<file path="src/rtl/lpc_pkg.sv">
// Shared definitions for the LPC front end.
// Holds the default sample/frame geometry, the shift width and the
// state encoding used by frame_normalize.
package lpc_pkg;

   localparam int SAMPLE_W      = 16;
   localparam int FRAME_LEN_DEF = 256;
   localparam int ADDR_W_DEF    = 8;
   localparam int SHIFT_W       = 4;

   typedef enum logic [1:0] {
      ST_FILL  = 2'd0,
      ST_CALC  = 2'd1,
      ST_DRAIN = 2'd2
   } state_e;

endpackage

</file>
<file path="src/rtl/frame_ram.sv">
// Simple dual-port synchronous RAM holding one frame of samples.
// Ports:
//   clk_i            clock
//   we_i/waddr_i/wdata_i   write port
//   re_i/raddr_i     read port; rdata_o is valid one cycle after re_i
module frame_ram #(
   parameter int DW = 16,
   parameter int AW = 8
) (
   input  logic          clk_i,
   input  logic          we_i,
   input  logic [AW-1:0] waddr_i,
   input  logic [DW-1:0] wdata_i,
   input  logic          re_i,
   input  logic [AW-1:0] raddr_i,
   output logic [DW-1:0] rdata_o
);

   logic [DW-1:0] mem_q [0:(1<<AW)-1];

   always_ff @(posedge clk_i) begin
      if (we_i) mem_q[waddr_i] <= wdata_i;
      if (re_i) rdata_o <= mem_q[raddr_i];
   end

endmodule

</file>
<file path="src/rtl/frame_normalize.sv">
// Block-floating-point frame normaliser.
// Buffers one frame while tracking the peak magnitude, derives a common
// left shift that puts the peak in [0x4000, 0x7FFF], then replays the
// frame scaled by that shift.
// Ports:
//   clk, rst_n        clock, synchronous active-low reset
//   x, v              input sample and its valid strobe
//   in_ready          high while samples are accepted (FILL state)
//   y, vout, last     normalised sample, its valid, end-of-frame marker
//   shift             shift applied to the current/last frame
//   shift_valid       one-cycle pulse when shift updates
//   overrun           sticky: v seen while in_ready was low
//   dbg_state         current FSM state (debug)
// Handshake: a sample is taken on a rising edge where v and in_ready are
// both high; v with in_ready low drops the sample and sets overrun.
// vout has no back-pressure: a frame drains as one unbroken burst.
module frame_normalize
   import lpc_pkg::*;
#(
   parameter int FRAME_LEN = FRAME_LEN_DEF,
   parameter int ADDR_W    = ADDR_W_DEF,
   parameter int DW        = SAMPLE_W
) (
   input  logic               clk,
   input  logic               rst_n,
   input  logic [DW-1:0]      x,
   input  logic               v,
   output logic               in_ready,
   output logic [DW-1:0]      y,
   output logic               vout,
   output logic               last,
   output logic [SHIFT_W-1:0] shift,
   output logic               shift_valid,
   output logic               overrun,
   output logic [1:0]         dbg_state
);

   // The drain counter runs two cycles past the last read so the FSM
   // returns to FILL only once the final sample has left the y register.
   localparam int CW = ADDR_W + 1;
   localparam logic [CW-1:0]      DC_ONE     = CW'(1);
   localparam logic [CW-1:0]      DC_LAST_RD = CW'(FRAME_LEN - 1);
   localparam logic [CW-1:0]      DC_END     = CW'(FRAME_LEN + 1);
   localparam logic [ADDR_W-1:0]  WA_ONE     = ADDR_W'(1);
   localparam logic [ADDR_W-1:0]  WA_LAST    = ADDR_W'(FRAME_LEN - 1);
   localparam logic [DW-2:0]      MAG_ONE    = (DW-1)'(1);
   localparam logic [SHIFT_W:0]   LZ_ONE     = (SHIFT_W+1)'(1);
   localparam logic [SHIFT_W:0]   LZ_CLAMP   = (SHIFT_W+1)'(DW - 2);

   // |s| as a DW-1 bit magnitude; the most negative value saturates.
   function automatic logic [DW-2:0] mag_sat(input logic [DW-1:0] s);
      logic [DW-2:0] m;
      if (!s[DW-1])                m = s[DW-2:0];
      else if (s[DW-2:0] == '0)    m = '1;
      else                         m = ~s[DW-2:0] + MAG_ONE;
      return m;
   endfunction

   function automatic logic [SHIFT_W:0] lzc(input logic [DW-1:0] val);
      logic [SHIFT_W:0] n;
      n = (SHIFT_W+1)'(DW);
      for (int i = 0; i < DW; i++) begin
         if (val[i]) n = (SHIFT_W+1)'(DW - 1 - i);
      end
      return n;
   endfunction

   // Sign bit is always a leading zero, hence the -1; zero peak means no gain.
   function automatic logic [SHIFT_W-1:0] calc_shift(input logic [DW-2:0] m);
      logic [SHIFT_W:0]   lz_m1;
      logic [SHIFT_W-1:0] s;
      lz_m1 = lzc({1'b0, m}) - LZ_ONE;
      if (m == '0)               s = '0;
      else if (lz_m1 > LZ_CLAMP) s = LZ_CLAMP[SHIFT_W-1:0];
      else                       s = lz_m1[SHIFT_W-1:0];
      return s;
   endfunction

   state_e             state_q, state_d;
   logic [ADDR_W-1:0]  wa_q, wa_d;
   logic [DW-2:0]      maxabs_q, maxabs_d;
   logic [CW-1:0]      dc_q, dc_d;
   logic [SHIFT_W-1:0] shift_q, shift_d;
   logic               shift_valid_q, shift_valid_d;
   logic               overrun_q, overrun_d;

   logic               ram_we, ram_re, ram_last;
   logic [DW-1:0]      ram_rdata;
   logic [DW-2:0]      x_mag;

   logic               rd_valid_q, rd_last_q;
   logic [DW-1:0]      y_q;
   logic               vout_q, last_q;

   assign x_mag = mag_sat(x);

   always_comb begin
      state_d       = state_q;
      wa_d          = wa_q;
      maxabs_d      = maxabs_q;
      dc_d          = dc_q;
      shift_d       = shift_q;
      shift_valid_d = 1'b0;
      overrun_d     = overrun_q;
      ram_we        = 1'b0;
      ram_re        = 1'b0;
      ram_last      = 1'b0;
      in_ready      = (state_q == ST_FILL);

      if (v && !in_ready) overrun_d = 1'b1;

      unique case (state_q)
         ST_FILL: begin
            if (v) begin
               ram_we = 1'b1;
               wa_d   = wa_q + WA_ONE;
               if (x_mag > maxabs_q) maxabs_d = x_mag;
               if (wa_q == WA_LAST) state_d = ST_CALC;
            end
         end
         ST_CALC: begin
            shift_d       = calc_shift(maxabs_q);
            shift_valid_d = 1'b1;
            maxabs_d      = '0;
            dc_d          = '0;
            state_d       = ST_DRAIN;
         end
         ST_DRAIN: begin
            ram_re   = (dc_q <= DC_LAST_RD);
            ram_last = (dc_q == DC_LAST_RD);
            dc_d     = dc_q + DC_ONE;
            if (dc_q == DC_END) state_d = ST_FILL;
         end
         default: state_d = ST_FILL;
      endcase
   end

   always_ff @(posedge clk) begin
      if (!rst_n) begin
         state_q       <= ST_FILL;
         wa_q          <= '0;
         maxabs_q      <= '0;
         dc_q          <= '0;
         shift_q       <= '0;
         shift_valid_q <= 1'b0;
         overrun_q     <= 1'b0;
      end else begin
         state_q       <= state_d;
         wa_q          <= wa_d;
         maxabs_q      <= maxabs_d;
         dc_q          <= dc_d;
         shift_q       <= shift_d;
         shift_valid_q <= shift_valid_d;
         overrun_q     <= overrun_d;
      end
   end

   // Output pipeline: RAM read stage, then the scaled y register.
   always_ff @(posedge clk) begin
      if (!rst_n) begin
         rd_valid_q <= 1'b0;
         rd_last_q  <= 1'b0;
         y_q        <= '0;
         vout_q     <= 1'b0;
         last_q     <= 1'b0;
      end else begin
         rd_valid_q <= ram_re;
         rd_last_q  <= ram_last;
         y_q        <= rd_valid_q ? (ram_rdata << shift_q) : '0;
         vout_q     <= rd_valid_q;
         last_q     <= rd_last_q;
      end
   end

   frame_ram #(
      .DW (DW),
      .AW (ADDR_W)
   ) u_ram (
      .clk_i   (clk),
      .we_i    (ram_we),
      .waddr_i (wa_q),
      .wdata_i (x),
      .re_i    (ram_re),
      .raddr_i (dc_q[ADDR_W-1:0]),
      .rdata_o (ram_rdata)
   );

   assign y           = y_q;
   assign vout        = vout_q;
   assign last        = last_q;
   assign shift       = shift_q;
   assign shift_valid = shift_valid_q;
   assign overrun     = overrun_q;
   assign dbg_state   = state_q;

endmodule
</file>
<file path="config.mk">
export PLATFORM = sky130hd
export DESIGN_NAME = frame_normalize
export DESIGN_NICKNAME = d
export VERILOG_FILES = /design/src/rtl/lpc_pkg.sv /design/src/rtl/frame_ram.sv /design/src/rtl/frame_normalize.sv
export SDC_FILE = /design/constraint.sdc
export NUM_CORES = 2
export LEC_CHECK = 0
export CORE_MARGIN = 8
export CORE_UTILIZATION = 60
export CTS_CLUSTER_DIAMETER = 200
export CTS_CLUSTER_SIZE = 30
export DETAILED_ROUTE_END_ITERATION = 10
export PLACE_DENSITY = 0.76
export SLEW_MARGIN = 40
export SYNTH_ARGS = -nofsm -noshare
export SYNTH_HDL_FRONTEND = slang
export SYNTH_SLANG_ARGS = --single-unit
</file>
<file path="constraint.sdc">
create_clock -name clk -period 10.3 [get_ports clk]
set_input_delay 1.545 -clock clk [delete_from_list [all_inputs] [get_ports clk]]
set_output_delay 1.545 -clock clk [all_outputs]
set_load 0.05 [all_outputs]
</file>
==> impl_results.md <==
* Detailed-route via count at 77610
* Reg power frac at 69.0%
* Largest net degree at the start of global routing at 160
* Syn Area/Cell at 22.98 um^2
* DRC Markers at 0
* Max clock buf depth at 4
* Gr usage total at 28.89%
* Share of layout cells above drive strength 1 at a little over a quarter
* Antenna Nets Post-Route at 0
* CP peak stage delay at 0.58 ns
* RSZ-0062 raised after global routing: no
* Power share of the combinational group at 1.9%
* Worst slew pin tran at around 0.94 ns
* Global Route met2 Usage at 44.19%
* Sw Ratio at 19.54%
* Clock latency on the worst-skew pair at between 0.9 and 1 ns
* Asr flop ratio synth at 0%
* Sequential share of the synthesized area at 77.34%
* Worst EP arrival at 6.22 ns
* Crit-path max FO at 77
* First-pass GRT wire length at 584000 um
* M3 GR Usage at just over 8%
* Number of stages on the worst hold path at 1
* Run status: complete, no violations
* Clock Power Share at 29.1%
* Vert. Die Dim at 534.3 um
* Hold_buf cts at 0
* GR peak layer: met2
* Synth unique cells at 64
* Endpoints failing hold at 0
* Worst reg2reg path depth at 12
* Commonest non-fill, non-tap cell in the layout: edfxtp_1
* Pwr/cell area at 156.5 nW/um^2
* IO Pins at 46
* Starting Density at 60.22%
* Crit-path cells: clkbuf_8, nor3_1, nand3b_1, or3_1, or3_1, o311ai_0, o41ai_1, a21oi_1, ha_1, a21o_1, a21o_1, a21oi_1, o21ai_0, o21ai_0, o211a_1, a22o_1
* Max Slew Vio Count at 0
* #FFs+latches synth at 4172
* Post-synth EDFFs at 4112
* Routed len/inst at 38.69 um
* Syn-to-layout area delta at 7.060%
* Sum of buffers and inverters on the critical path at 1
* Clock net sink count at 4172
* Min Tclk post-route at 5.359 ns
* Final setup viols at 0
* Peak supply drop at 0.1346 mV
* Post-CTS Setup Repair Bufs at 0
* Switch Pwr at roughly 5300 uW
* Most frequent cells in the layout: edfxtp_1 (4112), mux4_2 (1215), buf_4 (278), nor2_1 (190), clkbuf_16 (167)
* Crit. End Element: flop
* Mapped Cells at 7016
* Cell taking the most area after synthesis: edfxtp_1
* Met1 Use GR at 40.31%
* Final WL at about 420000 um
* Placement row count at 190
* Die Area at 285500 um^2
* Internal Pwr Total at 21730 uW
* Crit path depth at 16
* Synth Warn # at 0
* Post-DP HPWL at 249800 um
* Post-CTS Resized at 0
* Net count after synthesis at 7063
* Slew Limit Headroom at 37.02%
* Max Clk Rate at 186.6 MHz
* Max-cap violations at 0
* Vias in the first global route at 75830
* Root Driver: clkbuf_16
* H-tree levels at 4
* IO buf count at 45
* GRT overflow at 0
* Worst-path clk slew at ~0.12 ns
* GP Congestion at 0.9275
* Delay-heaviest family, CP: compound AO/OA/AOI/OAI gates
* Worst Path Required at about 11 ns
* TritonRoute pass-1 iters at 9
* Setup TNS Final at 0 ns
* Initial antenna violation count at 17
* Iter 0 DRT Violations at 13100
* Crit share post-route at 52.03%
* Die width at 534.3 um
* Total power at 27010 uW
* Top cells by area, synth: edfxtp_1 (77%), mux4_2 (17%), nor2_1 (0.87%)
* Setup Crit Path Kind: primary input to flop
* Top_reg_cell synth: edfxtp_1
* Core box area at between 200000 and 300000 um^2
* CTS tree: yes
* CTS Buf Count at 165
* Skew final at 0.09243 ns
* Worst hold-check path type: flop to flop
* Final net count at 7225
* Via-to-Cell Ratio at 7.193
* Slowest cell on crit path: o211a_1
* CP startpoint kind: primary input
* Leakage at a little over 0.05 uW
* Top cell type's share of synthesized area at around 77%
* Cell Area, Synth at about 160000 um^2
layer usage:
| layer | wire [um] | vias to the layer above |
|---|---|---|
| met4 | 19820 | 10 |
| met1 | 149300 | 41180 |
| met2 | 193500 | 5725 |
| li1 | - | 29860 |
| met3 | 54660 | 833 |
| met5 | 174 | - |
worst paths after layout:
| path | endpoint | slack, ns | from |
|---|---|---|---|
| hold reg to reg | last | 0.45 | rd_last_q |
| setup / recovery | maxabs_q[6] | 4.94 | x[2] |
| hold / removal | last | 0.45 | rd_last_q |
| setup reg to reg | u_ram.rdata_o[7] | 5.17 | dc_q[3] |
worst register-to-register path, stage by stage (launching register included):
cell and delay (ns):
dfxtp_4 0.67, buf_4 0.82, inv_8 0.44, buf_12 0.34, buf_16 0.27, nor2_1 0.75
buf_4 0.35, a22oi_1 0.12, nand2_1 0.21, a21oi_1 0.16, o211a_1 0.26, and3_1 0.19
a2111oi_0 0.37
area by class of cell:
class	count	area, um^2
tap	3552	4444
multi-input combinational	2420	35320
fill	16810	95100
antenna	5	12.51
clock buffer	214	4355
sequential	4172	124700
inverter	40	167.7
clock inverter	7	82.58
timing repair buffer	379	3501
sequential cells by signal, summed over array words and instances (netlist names), 2 cells and up:
register       count
shift              4
u_ram.rdata_o     16
wa_q               8
dc_q               9
u_ram.mem_q     4096
maxabs_q          15
dbg_state          2
y                 16
power by group through the flow:
stage	combinational (uW)	sequential [uW]	clock, uW
finish	509	18600	7860
global route	530	18600	8410
CTS	492	18600	7900
detailed placement	493	19000	0
global placement	464	19000	0
floorplan	102	19000	0
cell usage after synthesis (18+ instances only):
cell type / instances
clkbuf_1: 150
dfxtp_1: 60
edfxtp_1: 4112
buf_2: 94
a22oi_1: 44
nor3_1: 23
ha_1: 28
buf_1: 43
o22ai_1: 26
a21oi_1: 74
mux2i_1: 90
nand3_1: 59
buf_4: 51
nor2_1: 375
a22o_1: 26
a221oi_1: 18
inv_1: 36
a211oi_1: 25
mux4_2: 1215
buf_6: 44
o21ai_0: 66
nand2_1: 159
logic make-up (layout without fill, tap and decap cells):
logic type | Yosys count | in the layout | synth area share, %
compound gates | 375 | 375 | 1.590
fa+ha+maj | 28 | 28 | 0.2173
other cells | 0 | 5 | 0
flops | 4172 | 4172 | 77.34
mux | 1313 | 1313 | 17.59
buf+inv | 424 | 640 | 1.401
simple gates | 693 | 693 | 1.799
xor+xnor | 11 | 11 | 0.05976
metrics by stage:
step	cells	worst slack [ns]	hold slack, ns	instance area, um^2	util [%]
finish	10790	4.941	0.4539	172600	64.47
global route	10790	4.644	0.4800	172600	64.47
CTS	10780	5.140	0.4580	172300	64.36
detailed placement	10550	4.183	0.4399	167900	62.71
global placement	10550	4.039	0.4455	167200	62.46
floorplan	7016	5.285	0.4119	161200	-
Power figures use the tool's default switching activity.
